[src/rtl/multicycle_ctrl_fsm_pkg.sv]
// ctrl_pkg: shared types and encodings for the multi-cycle ARM-subset sequencer.
//   state_t            - sequencer states
//   ALU_* / SRCA_* / SRCB_* / RES_* / IMM_*  - datapath control encodings
//   OP_* / OPC_* / COND_*                    - instruction field constants
//   dp_legal()         - DP opcode is one the datapath implements
//   dp_alu_ctrl()      - DP opcode to ALU operation
package ctrl_pkg;

    typedef enum logic [3:0] {
        IDLE, FETCH, DECODE, EXEC, ALU_WB,
        MEM_ADDR, MEM_READ, MEM_WRITE, MEM_WB, BRANCH
    } state_t;

    localparam logic [2:0] ALU_ADD    = 3'b000;
    localparam logic [2:0] ALU_SUB    = 3'b001;
    localparam logic [2:0] ALU_AND    = 3'b010;
    localparam logic [2:0] ALU_ORR    = 3'b011;
    localparam logic [2:0] ALU_PASS_B = 3'b100;

    localparam logic [1:0] SRCA_RD1  = 2'b00;
    localparam logic [1:0] SRCA_PC   = 2'b01;
    localparam logic [1:0] SRCB_RD2  = 2'b00;
    localparam logic [1:0] SRCB_IMM  = 2'b01;
    localparam logic [1:0] SRCB_FOUR = 2'b10;

    localparam logic [1:0] RES_ALUOUT = 2'b00;
    localparam logic [1:0] RES_RAM    = 2'b01;
    localparam logic [1:0] RES_ALU    = 2'b10;

    localparam logic [1:0] IMM_DP  = 2'b00;
    localparam logic [1:0] IMM_MEM = 2'b01;
    localparam logic [1:0] IMM_BR  = 2'b10;

    localparam logic [1:0] OP_DP  = 2'b00;
    localparam logic [1:0] OP_MEM = 2'b01;
    localparam logic [1:0] OP_BR  = 2'b10;
    localparam logic [1:0] OP_ILL = 2'b11;

    localparam logic [3:0] OPC_AND = 4'b0000;
    localparam logic [3:0] OPC_SUB = 4'b0010;
    localparam logic [3:0] OPC_ADD = 4'b0100;
    localparam logic [3:0] OPC_CMP = 4'b1010;
    localparam logic [3:0] OPC_ORR = 4'b1100;
    localparam logic [3:0] OPC_MOV = 4'b1101;

    localparam logic [3:0] COND_EQ = 4'b0000;
    localparam logic [3:0] COND_NE = 4'b0001;
    localparam logic [3:0] COND_CS = 4'b0010;
    localparam logic [3:0] COND_CC = 4'b0011;
    localparam logic [3:0] COND_MI = 4'b0100;
    localparam logic [3:0] COND_PL = 4'b0101;
    localparam logic [3:0] COND_VS = 4'b0110;
    localparam logic [3:0] COND_VC = 4'b0111;
    localparam logic [3:0] COND_HI = 4'b1000;
    localparam logic [3:0] COND_LS = 4'b1001;
    localparam logic [3:0] COND_GE = 4'b1010;
    localparam logic [3:0] COND_LT = 4'b1011;
    localparam logic [3:0] COND_GT = 4'b1100;
    localparam logic [3:0] COND_LE = 4'b1101;
    localparam logic [3:0] COND_AL = 4'b1110;
    localparam logic [3:0] COND_NV = 4'b1111;

    function automatic logic dp_legal(input logic [3:0] opc);
        case (opc)
            OPC_AND, OPC_SUB, OPC_ADD, OPC_CMP, OPC_ORR, OPC_MOV: dp_legal = 1'b1;
            default:                                              dp_legal = 1'b0;
        endcase
    endfunction

    function automatic logic [2:0] dp_alu_ctrl(input logic [3:0] opc);
        case (opc)
            OPC_AND:          dp_alu_ctrl = ALU_AND;
            OPC_SUB, OPC_CMP: dp_alu_ctrl = ALU_SUB;
            OPC_ORR:          dp_alu_ctrl = ALU_ORR;
            OPC_MOV:          dp_alu_ctrl = ALU_PASS_B;
            default:          dp_alu_ctrl = ALU_ADD;
        endcase
    endfunction

endpackage

[src/rtl/multicycle_ctrl_fsm_if.sv]
// Control bus between the sequencer and the processor datapath.
//   Decoder fields (cond/op/i_bit/opcode/s_bit/l_bit), alu_flags, mem_ready,
//   start and halt flow into the sequencer; enables, mux selects, flags_q,
//   busy and illegal flow out.
//   master: sequencer side.  slave: datapath side.
interface multicycle_ctrl_fsm_if;
    logic       start;
    logic       halt;
    logic [3:0] cond;
    logic [1:0] op;
    logic       i_bit;
    logic [3:0] opcode;
    logic       s_bit;
    logic       l_bit;
    logic [3:0] alu_flags;
    logic       mem_ready;

    logic       pc_we;
    logic       ir_we;
    logic       rf_we;
    logic       ram_we;
    logic [1:0] alu_src_a;
    logic [1:0] alu_src_b;
    logic [2:0] alu_ctrl;
    logic [1:0] result_src;
    logic [1:0] imm_src;
    logic [3:0] flags_q;
    logic       busy;
    logic       illegal;

    modport master (
        input  start, halt, cond, op, i_bit, opcode, s_bit, l_bit, alu_flags, mem_ready,
        output pc_we, ir_we, rf_we, ram_we, alu_src_a, alu_src_b, alu_ctrl,
               result_src, imm_src, flags_q, busy, illegal
    );

    modport slave (
        output start, halt, cond, op, i_bit, opcode, s_bit, l_bit, alu_flags, mem_ready,
        input  pc_we, ir_we, rf_we, ram_we, alu_src_a, alu_src_b, alu_ctrl,
               result_src, imm_src, flags_q, busy, illegal
    );
endinterface

[src/rtl/multicycle_ctrl_fsm_cond_check.sv]
// cond_check: combinational ARM condition-code evaluation.
//   i_cond  - instruction bits 31:28
//   i_flags - NZCV
//   o_pass  - instruction should execute
module cond_check
    import ctrl_pkg::*;
(
    input  logic [3:0] i_cond,
    input  logic [3:0] i_flags,
    output logic       o_pass
);
    logic w_n, w_z, w_c, w_v;
    assign {w_n, w_z, w_c, w_v} = i_flags;

    always_comb begin
        o_pass = 1'b0;
        case (i_cond)
            COND_EQ: o_pass = w_z;
            COND_NE: o_pass = !w_z;
            COND_CS: o_pass = w_c;
            COND_CC: o_pass = !w_c;
            COND_MI: o_pass = w_n;
            COND_PL: o_pass = !w_n;
            COND_VS: o_pass = w_v;
            COND_VC: o_pass = !w_v;
            COND_HI: o_pass = w_c && !w_z;
            COND_LS: o_pass = !w_c || w_z;
            COND_GE: o_pass = (w_n == w_v);
            COND_LT: o_pass = (w_n != w_v);
            COND_GT: o_pass = !w_z && (w_n == w_v);
            COND_LE: o_pass = w_z || (w_n != w_v);
            COND_AL: o_pass = 1'b1;
            default: o_pass = 1'b0;    // NV: never
        endcase
    end
endmodule

[src/rtl/multicycle_ctrl_fsm.sv]
// multicycle_ctrl_fsm: multi-cycle sequencer for the 8-bit-PC ARM-subset core.
//   clk  - rising-edge clock
//   rst  - asynchronous reset, active low
//   bus  - control bus (master side): instruction fields, ALU flags and
//          mem_ready in; datapath enables/selects, flags_q, busy, illegal out.
//   MEM_WAIT_MAX - wait cycles before a stalled RAM access is abandoned
//   COND_EN      - 0 executes every instruction unconditionally
module multicycle_ctrl_fsm
    import ctrl_pkg::*;
#(
    parameter int MEM_WAIT_MAX = 15,
    parameter bit COND_EN      = 1'b1
) (
    input  logic                  clk,
    input  logic                  rst,
    multicycle_ctrl_fsm_if.master bus
);
    state_t     r_state, w_next;
    logic [7:0] r_wait_cnt;
    logic [3:0] r_flags;
    logic [3:0] r_alu_flags;

    logic       w_cc_pass, w_pass, w_timeout;
    state_t     w_boundary;

    logic       w_pc_we, w_ir_we, w_rf_we, w_ram_we, w_illegal;
    logic [1:0] w_src_a, w_src_b, w_res_src, w_imm_src;
    logic [2:0] w_alu_ctrl;

    cond_check u_cond (
        .i_cond  (bus.cond),
        .i_flags (r_flags),
        .o_pass  (w_cc_pass)
    );

    assign w_pass = COND_EN ? w_cc_pass : 1'b1;

    // Last allowed wait cycle with no ready: give up this cycle.
    assign w_timeout  = !bus.mem_ready && (r_wait_cnt == 8'(MEM_WAIT_MAX - 1));

    // Every path that would go back to FETCH honours halt instead.
    assign w_boundary = bus.halt ? IDLE : FETCH;

    always_ff @(posedge clk or negedge rst) begin
        if (!rst) begin
            r_state     <= IDLE;
            r_wait_cnt  <= '0;
            r_flags     <= '0;
            r_alu_flags <= '0;
        end else begin
            r_state <= w_next;
            if (r_state == MEM_ADDR)
                r_wait_cnt <= '0;
            else if ((r_state == MEM_READ || r_state == MEM_WRITE) && !bus.mem_ready)
                r_wait_cnt <= r_wait_cnt + 8'd1;
            // ALU flags are combinational; capture them while EXEC drives the ALU.
            if (r_state == EXEC)
                r_alu_flags <= bus.alu_flags;
            if (r_state == ALU_WB && (bus.s_bit || bus.opcode == OPC_CMP))
                r_flags <= r_alu_flags;
        end
    end

    always_comb begin
        w_next     = r_state;
        w_pc_we    = 1'b0;
        w_ir_we    = 1'b0;
        w_rf_we    = 1'b0;
        w_ram_we   = 1'b0;
        w_illegal  = 1'b0;
        w_src_a    = SRCA_RD1;
        w_src_b    = SRCB_RD2;
        w_alu_ctrl = ALU_ADD;
        w_res_src  = RES_ALUOUT;
        w_imm_src  = IMM_DP;
        case (r_state)
            IDLE: if (bus.start) w_next = FETCH;
            FETCH: begin
                w_ir_we   = 1'b1;
                w_pc_we   = 1'b1;
                w_src_a   = SRCA_PC;
                w_src_b   = SRCB_FOUR;
                w_res_src = RES_ALU;
                w_next    = DECODE;
            end
            DECODE: begin
                if (!w_pass) begin
                    w_next = w_boundary;
                end else if (bus.op == OP_ILL || (bus.op == OP_DP && !dp_legal(bus.opcode))) begin
                    w_illegal = 1'b1;
                    w_next    = w_boundary;
                end else begin
                    case (bus.op)
                        OP_DP:   w_next = EXEC;
                        OP_MEM:  w_next = MEM_ADDR;
                        default: w_next = BRANCH;
                    endcase
                end
            end
            EXEC: begin
                w_src_b    = bus.i_bit ? SRCB_IMM : SRCB_RD2;
                w_alu_ctrl = dp_alu_ctrl(bus.opcode);
                w_next     = ALU_WB;
            end
            ALU_WB: begin
                w_rf_we = (bus.opcode != OPC_CMP);
                w_next  = w_boundary;
            end
            MEM_ADDR: begin
                w_src_b   = SRCB_IMM;
                w_imm_src = IMM_MEM;
                w_next    = bus.l_bit ? MEM_READ : MEM_WRITE;
            end
            MEM_READ: begin
                if (bus.mem_ready) begin
                    w_next = MEM_WB;
                end else if (w_timeout) begin
                    w_illegal = 1'b1;
                    w_next    = w_boundary;
                end
            end
            MEM_WRITE: begin
                w_ram_we = 1'b1;
                if (bus.mem_ready) begin
                    w_next = w_boundary;
                end else if (w_timeout) begin
                    w_illegal = 1'b1;
                    w_next    = w_boundary;
                end
            end
            MEM_WB: begin
                w_res_src = RES_RAM;
                w_rf_we   = 1'b1;
                w_next    = w_boundary;
            end
            BRANCH: begin
                w_src_a   = SRCA_PC;
                w_src_b   = SRCB_IMM;
                w_imm_src = IMM_BR;
                w_res_src = RES_ALU;
                w_pc_we   = 1'b1;
                w_next    = w_boundary;
            end
            default: w_next = IDLE;
        endcase
    end

    assign bus.pc_we      = w_pc_we;
    assign bus.ir_we      = w_ir_we;
    assign bus.rf_we      = w_rf_we;
    assign bus.ram_we     = w_ram_we;
    assign bus.alu_src_a  = w_src_a;
    assign bus.alu_src_b  = w_src_b;
    assign bus.alu_ctrl   = w_alu_ctrl;
    assign bus.result_src = w_res_src;
    assign bus.imm_src    = w_imm_src;
    assign bus.flags_q    = r_flags;
    assign bus.busy       = (r_state != IDLE);
    assign bus.illegal    = w_illegal;

endmodule

[src/flat_wrapper.sv]
// flat-port wrapper written by rule: the top's interface ports become plain ports
module multicycle_ctrl_fsm_flat import ctrl_pkg::*;
#(
    parameter int MEM_WAIT_MAX = 15,
    parameter bit COND_EN      = 1'b1
)
  (clk, rst, bus_start, bus_halt, bus_cond, bus_op, bus_i_bit, bus_opcode, bus_s_bit, bus_l_bit, bus_alu_flags, bus_mem_ready, bus_pc_we, bus_ir_we, bus_rf_we, bus_ram_we, bus_alu_src_a, bus_alu_src_b, bus_alu_ctrl, bus_result_src, bus_imm_src, bus_flags_q, bus_busy, bus_illegal);
  multicycle_ctrl_fsm_if bus_i ();
  input  logic clk;
  input  logic rst;
  input wire logic [$bits(bus_i.start)-1:0] bus_start;
  input wire logic [$bits(bus_i.halt)-1:0] bus_halt;
  input wire logic [$bits(bus_i.cond)-1:0] bus_cond;
  input wire logic [$bits(bus_i.op)-1:0] bus_op;
  input wire logic [$bits(bus_i.i_bit)-1:0] bus_i_bit;
  input wire logic [$bits(bus_i.opcode)-1:0] bus_opcode;
  input wire logic [$bits(bus_i.s_bit)-1:0] bus_s_bit;
  input wire logic [$bits(bus_i.l_bit)-1:0] bus_l_bit;
  input wire logic [$bits(bus_i.alu_flags)-1:0] bus_alu_flags;
  input wire logic [$bits(bus_i.mem_ready)-1:0] bus_mem_ready;
  output wire logic [$bits(bus_i.pc_we)-1:0] bus_pc_we;
  output wire logic [$bits(bus_i.ir_we)-1:0] bus_ir_we;
  output wire logic [$bits(bus_i.rf_we)-1:0] bus_rf_we;
  output wire logic [$bits(bus_i.ram_we)-1:0] bus_ram_we;
  output wire logic [$bits(bus_i.alu_src_a)-1:0] bus_alu_src_a;
  output wire logic [$bits(bus_i.alu_src_b)-1:0] bus_alu_src_b;
  output wire logic [$bits(bus_i.alu_ctrl)-1:0] bus_alu_ctrl;
  output wire logic [$bits(bus_i.result_src)-1:0] bus_result_src;
  output wire logic [$bits(bus_i.imm_src)-1:0] bus_imm_src;
  output wire logic [$bits(bus_i.flags_q)-1:0] bus_flags_q;
  output wire logic [$bits(bus_i.busy)-1:0] bus_busy;
  output wire logic [$bits(bus_i.illegal)-1:0] bus_illegal;
  assign bus_i.start = bus_start;
  assign bus_i.halt = bus_halt;
  assign bus_i.cond = bus_cond;
  assign bus_i.op = bus_op;
  assign bus_i.i_bit = bus_i_bit;
  assign bus_i.opcode = bus_opcode;
  assign bus_i.s_bit = bus_s_bit;
  assign bus_i.l_bit = bus_l_bit;
  assign bus_i.alu_flags = bus_alu_flags;
  assign bus_i.mem_ready = bus_mem_ready;
  assign bus_pc_we = bus_i.pc_we;
  assign bus_ir_we = bus_i.ir_we;
  assign bus_rf_we = bus_i.rf_we;
  assign bus_ram_we = bus_i.ram_we;
  assign bus_alu_src_a = bus_i.alu_src_a;
  assign bus_alu_src_b = bus_i.alu_src_b;
  assign bus_alu_ctrl = bus_i.alu_ctrl;
  assign bus_result_src = bus_i.result_src;
  assign bus_imm_src = bus_i.imm_src;
  assign bus_flags_q = bus_i.flags_q;
  assign bus_busy = bus_i.busy;
  assign bus_illegal = bus_i.illegal;
  multicycle_ctrl_fsm #(.MEM_WAIT_MAX(MEM_WAIT_MAX), .COND_EN(COND_EN)) u_core (.clk(clk), .rst(rst), .bus(bus_i));
endmodule
[config.mk]
export PLATFORM = sky130hd
export DESIGN_NAME = multicycle_ctrl_fsm_flat
export DESIGN_NICKNAME = d
export VERILOG_FILES = /design/src/rtl/multicycle_ctrl_fsm_pkg.sv /design/src/rtl/multicycle_ctrl_fsm_if.sv /design/src/rtl/multicycle_ctrl_fsm_cond_check.sv /design/src/rtl/multicycle_ctrl_fsm.sv /design/src/flat_wrapper.sv
export SDC_FILE = /design/constraint.sdc
export NUM_CORES = 1
export LEC_CHECK = 0
export CAP_MARGIN = 5
export CORE_ASPECT_RATIO = 1.1
export CORE_MARGIN = 2
export CORE_UTILIZATION = 53
export CTS_BUF_LIST = sky130_fd_sc_hd__clkbuf_8
export DETAILED_ROUTE_END_ITERATION = 10
export GPL_TIMING_DRIVEN = 0
export PLACE_DENSITY = 0.86
export SYNTH_ARGS = -nofsm -noshare
export SYNTH_HDL_FRONTEND = slang
export SYNTH_SLANG_ARGS = --single-unit
[constraint.sdc]
create_clock -name clk -period 4.1 [get_ports clk]
set_clock_uncertainty 0.2 [all_clocks]
set_input_delay 0.82 -clock clk [delete_from_list [all_inputs] [get_ports clk]]
set_output_delay 0.82 -clock clk [all_outputs]
set_load 0.03 [all_outputs]
Word level (Yosys, flattened, before mapping)
Index checks and enable logic that the tools add are counted.
{"block": "word_totals", "word_cells": 101, "register_bits": 20, "input_bits": 22, "output_inout_bits": 21}
{"block": "classes", "mux": 32, "reduce_logical": 29, "addsub": 1, "eq_ne": 35}
{"cell": "== test 4 bit, second input constant", "n": 12}
{"cell": "== test 4 x 3 -> 1 bit, second input constant", "n": 9}
{"cell": "case mux 4 bit (8 select lines)", "n": 1}
{"cell": "2-to-1 mux 4 bit", "n": 6}
{"cell": "== test 4 x 2 -> 1 bit, second input constant", "n": 5}
{"cell": "2-to-1 mux 8 bit", "n": 2}
{"cell": "case mux 1 bit (15 select lines)", "n": 1}
{"cell": "2-to-1 mux 1 bit", "n": 14}
{"cell": "logical NOT 4 bit", "n": 3}
{"cell": "case mux 3 bit (4 select lines)", "n": 1}
{"cell": "adder 8 x 1 -> 8 bit, second input constant", "n": 1}
{"cell": "== test 4 x 1 -> 1 bit, second input constant", "n": 2}
{"cell": "== test 8 x 4 -> 1 bit, second input constant", "n": 1}
{"cell": "case mux 2 bit (2 select lines)", "n": 2}
{"cell": "case mux 4 bit (2 select lines)", "n": 1}
{"cell": "OR reduction 2 bit", "n": 4}
{"cell": "logical AND 1 bit", "n": 6}
{"cell": "logical NOT 1 bit", "n": 6}
{"cell": "case mux 2 bit (3 select lines)", "n": 1}
{"cell": "OR reduction 6 bit", "n": 1}
{"cell": "logical OR 1 bit", "n": 5}
{"cell": "!= test 4 bit, second input constant", "n": 1}
{"cell": "case mux 1 bit (2 select lines)", "n": 2}
{"cell": "nonzero test 4 bit", "n": 1}
{"cell": "9 further kinds", "n": 9}

Longest topological paths before layout
Gate-level depths: netlist (run 1).
{"block": "depth", "word_depth": 11, "ltp_mapped": 7, "ltp_nobuf": 7}

Cells and area by module
A second synthesis (run 1) with hierarchy kept.
{"block": "unflattened", "cells_unflattened": 170, "area_unflattened_um2": 1482.7}
{"mod": "multicycle_ctrl_fsm", "instances": 1, "seq_area_each_um2": 500.5, "cells_per_inst": 142, "area_per_inst_um2": 1288.7}
{"mod": "cond_check", "instances": 1, "seq_area_each_um2": 0.0, "cells_per_inst": 28, "area_per_inst_um2": 193.9}

Worst setup path before layout (run 1)
Ideal clock, no wire load.
{"block": "synth_path", "path_kind": "input port to output port", "start": "input bus_cond[1]", "end": "output bus_illegal", "path_buffers": 0, "path_slack_ps": 571, "t_arrival_ps": 2509, "cell_stages": 5, "cell_sequence": "mux2_2 or3_1 a21oi_1 a221oi_2 o32ai_1"}
{"block": "synth_via", "elab_chain_len": 4}
{"element": "start, declared", "line": "flat_wrapper.sv:13", "rtl": "input wire logic [$bits(bus_i.cond)-1:0] bus_cond;"}
{"element": "== test 4 bit (tied with other cells)", "line": "multicycle_ctrl_fsm_cond_check.sv:17", "rtl": "case (i_cond)"}
{"element": "case mux 1 bit (15 select lines) (*)", "line": "multicycle_ctrl_fsm_cond_check.sv:17"}
{"element": "2-to-1 mux 1 bit (*)", "line": "multicycle_ctrl_fsm.sv:87", "rtl": "if (!w_pass) begin"}
{"element": "case mux 1 bit (2 select lines) (*)", "line": "multicycle_ctrl_fsm.sv:76", "rtl": "case (r_state)"}
{"element": "end, declared", "line": "flat_wrapper.sv:32", "rtl": "output wire logic [$bits(bus_i.illegal)-1:0] bus_illegal;"}
Every way passes the cells marked *; elsewhere a longest branch is shown, timed or not.

Worst setup path in the final report (run 1)
Ends and elaborated chain as after synthesis.

==> metrics.cfg, run 1 <==
[global_route]
grt_usage = 0.266
grt_pass1_wl_um = 6310
grt_antenna_before_repair = 0
grt_remaining_overflow = 0
grt_max_degree = 21
grt_pass1_vias = 1428

[clocking]
cts_buffers = 3
cts_tree = built
cts.sinks = 20
path_clk_slew_ns = 0.08
post_cts_buffers = 0
cts-hold-fix-buffers = 0
h-tree-depth = 1
root_buffer = clkbuf_8
clk_latency_ns = 0.26
clockBufferDepth = 2
cts_resized = 1

[yosys]
syn_inst = 173
ys_ff_latch = 20
synth.distinct_cells = 49
ys_warn_count = 0
syn_nets = 197
avgSynthCellArea_um2 = 8.58
ys_seq_area_frac = 0.337
synth_top_area_share = 0.337
async_reset_ff_frac = 1.00
synth_commonest_cells = 20 x dfrtp_1, 20 x nand2_1, 14 x nor2_1, 10 x o21ai_0
synth_edf_count = 0
synthFlopType = dfrtp_1
synth.area.top_cells = dfrtp_1 34%, nand2_1 5.1%, mux2_2 3.8%, nand3b_1 3.5%, nor2_1 3.5%
yosys.area.top_type = dfrtp_1
netlist_area_mm2 = 0.00149

[placed_design]
portBuffers = 40
dp_cells = 246
gp_congestion = 0.963
place_hpwl_um = 2910

[finish]
seqCellArea_um2 = 500
nFillCells = 212
drive_gt1_frac = 0.120
multi_input_area_um2 = 895
final_util = 0.731
instances_no_fill = 250
nNetsFinal = 242
diodes = 0
syn2layout_area_growth_pct = 34.2

[critical_path]
worstPathRequired_ns = 3.08
critPathCaptureType = primary output
critPathArrivalTime_ns = 2.86
worstSetupPathType = in -> out
cp_max_fo = 10
cp-start-kind = input pin

[drt]
drt_iter0_drc = 70
dr_total_vias = 1484
wl_per_cell_um = 15.8
first_pass_iters = 4
via_per_inst = 5.94
drtAntennaViolNets = 0
drc = 0
drt-total-wl_um = 3950

[die]
die_h_um = 59.5
coreArea_mm2 = 0.00273
die_w_um = 54.5
io_pins = 43
fp-row-count = 20
die_area_mm2 = 0.00324
start_util = 0.544

[sta]
rsz0062_at_grt = false
clock.fmax_ghz = 0.258
setup_viol = 0
slew_headroom = 0.411
finalCritPeriodShare = 0.947
fin_crit_ns = 3.88
hold_viol = 0
maxSlewViolCount = 0
worstMarginPinSlew_ns = 0.881

[status]
outcome = complete, no violations

[power_and_ir_drop]
p_leak_nw = 0.832
p_per_area_mw_per_mm2 = 616
vdd_drop_max_mv = 0.359

[hold_path]
min-delay-path-class = reg -> reg

[job]
maxCapViolCount = 0

## cells by family (layout without fill, tap and decap cells)
logic type      Yosys count  in the layout  share of synthesized area
xor+xnor                  8              8                     0.0472
simple gates             83             83                      0.318
other cells               1              1                    0.00252
compound gates           36             36                      0.167
mux                       7              7                     0.0514
fa+ha+maj                 2              2                     0.0168
buf+inv                  16             60                     0.0606
flops                    20             20                      0.337
## where the power goes
group	total [mW]	switching (mW)	internal (mW)
Clock	0.198	0.0681	0.130
Combinational	0.698	0.396	0.303
Sequential	0.332	0.0718	0.260
## metrics by stage
step           TNS (ns)  setup WS [ns]  hold WS [ns]  power, mW  cell area (um2)
2_1_floorplan         0          0.571         0.242      0.781             1490
3_3_place_gp     -0.162         -0.162         0.255      0.996             1930
3_5_place_dp     -0.223         -0.223         0.264       1.02             1930
4_1_cts               0         0.0481         0.283       1.23             2000
5_1_grt               0         0.0170         0.309       1.30             1990
6_report              0          0.218         0.278       1.23             1990
## flip-flops by register name, indices dropped and copies added (netlist names)
signal / cells
u_core.r_alu_flags: 4
u_core.r_wait_cnt: 8
u_core.r_state: 4
u_core.bus.flags_q: 4
## critical path, stage by stage
cell and delay [ns]:
clkdlybuf4s50_1 0.43, buf_2 0.19, or2_2 0.29, a211oi_1 0.22
a41oi_1 0.10, a221oi_2 0.42, o32ai_1 0.18, clkbuf_2 0.22
## worst paths after layout
path                                                        start                                end  slack (ns)  cells past startpoint
worst max-delay path                                  bus_cond[1]                        bus_illegal        0.22                      8
worst min-delay path            u_core.r_alu_flags[0]$_DFFE_PN0P_  u_core.r_alu_flags[0]$_DFFE_PN0P_        0.28                      2
worst max register to register   u_core.r_wait_cnt[0]$_DFFE_PN0P_      u_core.r_state[0]$_DFFE_PN0P_        1.85                      7
worst min register to register  u_core.r_alu_flags[0]$_DFFE_PN0P_  u_core.r_alu_flags[0]$_DFFE_PN0P_        0.28                      2
max in group asynchronous                                     rst      u_core.r_state[1]$_DFFE_PN0P_        2.30                      1
min in group asynchronous                                     rst   u_core.r_wait_cnt[3]$_DFFE_PN0P_        0.85                      1
## per-layer routing
layer / up-vias / routed length (um) / global-route usage
met5: - / 0 / 0
met4: 0 / 42 / 0.0679
met3: 7 / 175 / 0.0328
met2: 49 / 2140 / 0.487
met1: 714 / 1600 / 0.321
li1: 714 / - / -
## layout make-up
| type | instances | share of cell area |
|---|---|---|
| Buffer | 12 | 0.0377 |
| Clock buffer | 3 | 0.0207 |
| Clock inverter | 1 | 0.0151 |
| Inverter | 4 | 0.00753 |
| Multi-Input combinational cell | 137 | 0.449 |
| Sequential cell | 20 | 0.251 |
| Tap cell | 33 | 0.0207 |
| Timing Repair Buffer | 40 | 0.198 |
## cell usage in the layout, fill, tap and decap left out, types with 5 or more instances in the layout
cell,n
dfrtp_1,20
a21oi_1,7
nand2_1,20
nand3_1,5
nor2_1,14
nand3b_1,7
mux2_2,5
nand4_1,7
xor2_1,5
o21ai_0,10
clkdlybuf4s50_1,39
No activity file was read; power rests on OpenSTA's default activity.
==> inputs of run 2 (changes only) <==
--- a/config.mk
+++ b/config.mk
@@ -9,7 +9,7 @@
 export CORE_ASPECT_RATIO = 1.1
 export CORE_MARGIN = 2
 export CORE_UTILIZATION = 53
-export CTS_BUF_LIST = sky130_fd_sc_hd__clkbuf_8
+export CTS_BUF_LIST = sky130_fd_sc_hd__clkbuf_2 sky130_fd_sc_hd__clkbuf_4 sky130_fd_sc_hd__clkbuf_8
 export DETAILED_ROUTE_END_ITERATION = 10
 export GPL_TIMING_DRIVEN = 0
 export PLACE_DENSITY = 0.86
==> run 2 against run 1 <==
  * Largest cell class unchanged
  * Cell count unchanged
  * Clock-buffer cell count unchanged
  * Combinational power about the same
  * Sequential share of layout area increased by 0.24 points
  * Register-to-register slack hardly changed
  * Fmax is 0.82% lower
  * Sequential power barely moved
  * Via count increased by 2.1%
  * Largest power group unchanged
==> metrics.cfg, run 2 (synthesis gave the netlist of run 1 again) <==
[die]
die_w_um = 54.5  ; unchanged
start_util = 0.544  ; unchanged
coreArea_mm2 = 0.00273  ; unchanged
die_area_mm2 = 0.00324  ; unchanged
die_h_um = 59.5  ; unchanged
fp-row-count = 20  ; unchanged
io_pins = 43  ; unchanged

[finish]
drive_gt1_frac = 0.120  ; unchanged
syn2layout_area_growth_pct = 32.9  ; was 34.2%
diodes = 0  ; unchanged
layout_commonest_cell = clkdlybuf4s50_1  ; unchanged
nNetsFinal = 242  ; unchanged
seqCellArea_um2 = 500  ; unchanged
nFillCells = 215  ; was 212
top_register = u_core.r_wait_cnt  ; unchanged
final_cell_mix = 39 x clkdlybuf4s50_1, 20 x nand2_1, 20 x dfrtp_1  ; unchanged
multi_input_area_um2 = 895  ; unchanged
largest_register_ffs = 8  ; unchanged

[critical_path]
worstSetupPathType = in -> out  ; unchanged
crit_chain = clkdlybuf4s50_1 > buf_2 > or2_2 > a211oi_1 > a41oi_1 > a221oi_2 > o32ai_1 > clkbuf_2  ; unchanged
cp_max_fo = 10  ; unchanged
cp-start-kind = input pin  ; unchanged
worstPathRequired_ns = 3.08  ; about the same
cpMaxStageDelayCell = clkdlybuf4s50_1  ; unchanged
critPathCaptureType = primary output  ; unchanged
cpPeakStageDelay_ns = 0.43  ; about the same
critPathArrivalTime_ns = 2.89  ; was 2.86 ns

[sta]
rsz0062_at_grt = false  ; unchanged
maxSlewViolCount = 0  ; unchanged
clock.fmax_ghz = 0.255  ; was 0.258 GHz
hold_viol = 0  ; unchanged
setup_viol = 0  ; unchanged
hold_slack_ns = 0.289  ; was 0.278 ns
setup_tns_ns = 0  ; unchanged
fin_crit_ns = 3.91  ; was 3.88 ns
worstMarginPinSlew_ns = 0.887  ; was 0.881 ns
finalCritPeriodShare = 0.955  ; was 0.947
slew_headroom = 0.407  ; was 0.411

[drt]
drt-total-wl_um = 3930  ; was 3950 um
wl_per_cell_um = 15.7  ; was 15.8 um
drt_iter0_drc = 85  ; was 70
via_per_inst = 6.06  ; was 5.94
first_pass_iters = 4  ; unchanged
dr_total_vias = 1515  ; was 1484
drtAntennaViolNets = 0  ; unchanged
drc = 0  ; unchanged

[clocking]
cts_buffers = 3  ; unchanged
clockBufferDepth = 2  ; unchanged
path_clk_slew_ns = 0.12  ; was 0.08 ns
root_buffer = clkbuf_4  ; was clkbuf_8
h-tree-depth = 1  ; unchanged
clk_latency_ns = 0.32  ; was 0.26 ns
cts.sinks = 20  ; unchanged
post_cts_buffers = 0  ; unchanged
cts_tree = built  ; unchanged

[placed_design]
gp_congestion = 0.963  ; unchanged
portBuffers = 40  ; unchanged
place_hpwl_um = 2910  ; unchanged

[hold_path]
min-delay-path-class = reg -> reg  ; unchanged

[global_route]
grt_pass1_wl_um = 6290  ; was 6310 um
grt_remaining_overflow = 0  ; unchanged
grt_antenna_before_repair = 0  ; unchanged
grt_usage = 0.265  ; was 0.266
grt_max_degree = 21  ; unchanged
grt_pass1_vias = 1441  ; was 1428

[power_and_ir_drop]
p_leak_nw = 0.824  ; was 0.832 nW
vdd_drop_max_mv = 0.388  ; was 0.359 mV
p_per_area_mw_per_mm2 = 606  ; was 616 mW/mm2

[job]
maxCapViolCount = 0  ; unchanged

[status]
outcome = complete, no violations  ; unchanged

run 2: metal layers:
layer	up-vias	track usage	routed length, um
met5	-	0	0
met4	0	0.0893	77
met3	11	0.0253	178
met2	67	0.482	2060
met1	723	0.318	1610
li1	714	-	-
run 2: cell type report:
class                           instances  share of cell area
Buffer                                 12              0.0380
Sequential cell                        20               0.253
Timing Repair Buffer                   40               0.200
Inverter                                4             0.00760
Clock buffer                            3              0.0114
Clock inverter                          1              0.0152
Multi-Input combinational cell        137               0.453
Tap cell                               33              0.0209
run 2: path summary, 6_finish.rpt:
path | depth (start not counted) | start | to | slack (ns)
max in group asynchronous | 1 | rst | u_core.r_alu_flags[3]$_DFFE_PN0P_ | 2.37
worst max-delay path | 8 | bus_cond[1] | bus_illegal | 0.19
min in group asynchronous | 1 | rst | u_core.r_wait_cnt[3]$_DFFE_PN0P_ | 0.79
worst min-delay path | 2 | u_core.r_alu_flags[0]$_DFFE_PN0P_ | u_core.r_alu_flags[0]$_DFFE_PN0P_ | 0.29
worst max register to register | 7 | u_core.r_wait_cnt[0]$_DFFE_PN0P_ | u_core.r_state[0]$_DFFE_PN0P_ | 1.85
worst min register to register | 2 | u_core.r_alu_flags[0]$_DFFE_PN0P_ | u_core.r_alu_flags[0]$_DFFE_PN0P_ | 0.29
run 2: critical path, delay by kind of cell:
| family | cells | cell delay, ns |
|---|---|---|
| simple gates | 1 | 0.30 |
| compound gates | 4 | 0.94 |
| buf+inv | 3 | 0.84 |
run 2: power breakdown:
group	switching, mW	total, mW	internal (mW)
Sequential	0.0716	0.331	0.259
Clock	0.0699	0.169	0.0989
Combinational	0.393	0.696	0.303
Total	0.535	1.20	0.661
run 2: repair_timing:
action | in CTS | in global routing
pin swaps | 0 | 0
hold buffers | 0 | 0
endpoints found under the setup margin | 1 | 1
gates resized for setup | 1 | 3
run 2: metrics by stage:
stage | cell area (um2) | setup WS, ns | total power, mW | cells | util
after floorplan | 1490 | 0.571 | 0.781 | 173 | -
after global placement | 1930 | -0.162 | 0.996 | 246 | 0.706
after detailed placement | 1930 | -0.223 | 1.02 | 246 | 0.706
after CTS | 1980 | 0.0481 | 1.19 | 250 | 0.725
after global routing | 1970 | 0.0170 | 1.27 | 250 | 0.724
final | 1970 | 0.186 | 1.20 | 250 | 0.724
==> inputs of run 3 (changes only) <==
--- a/config.mk
+++ b/config.mk
@@ -16,3 +16,4 @@
 export SYNTH_ARGS = -nofsm -noshare
 export SYNTH_HDL_FRONTEND = slang
 export SYNTH_SLANG_ARGS = --single-unit
+export TNS_END_PERCENT = 50
==> results of run 3 <==
Final layout, timing and power as in run 2 (identical DEF).
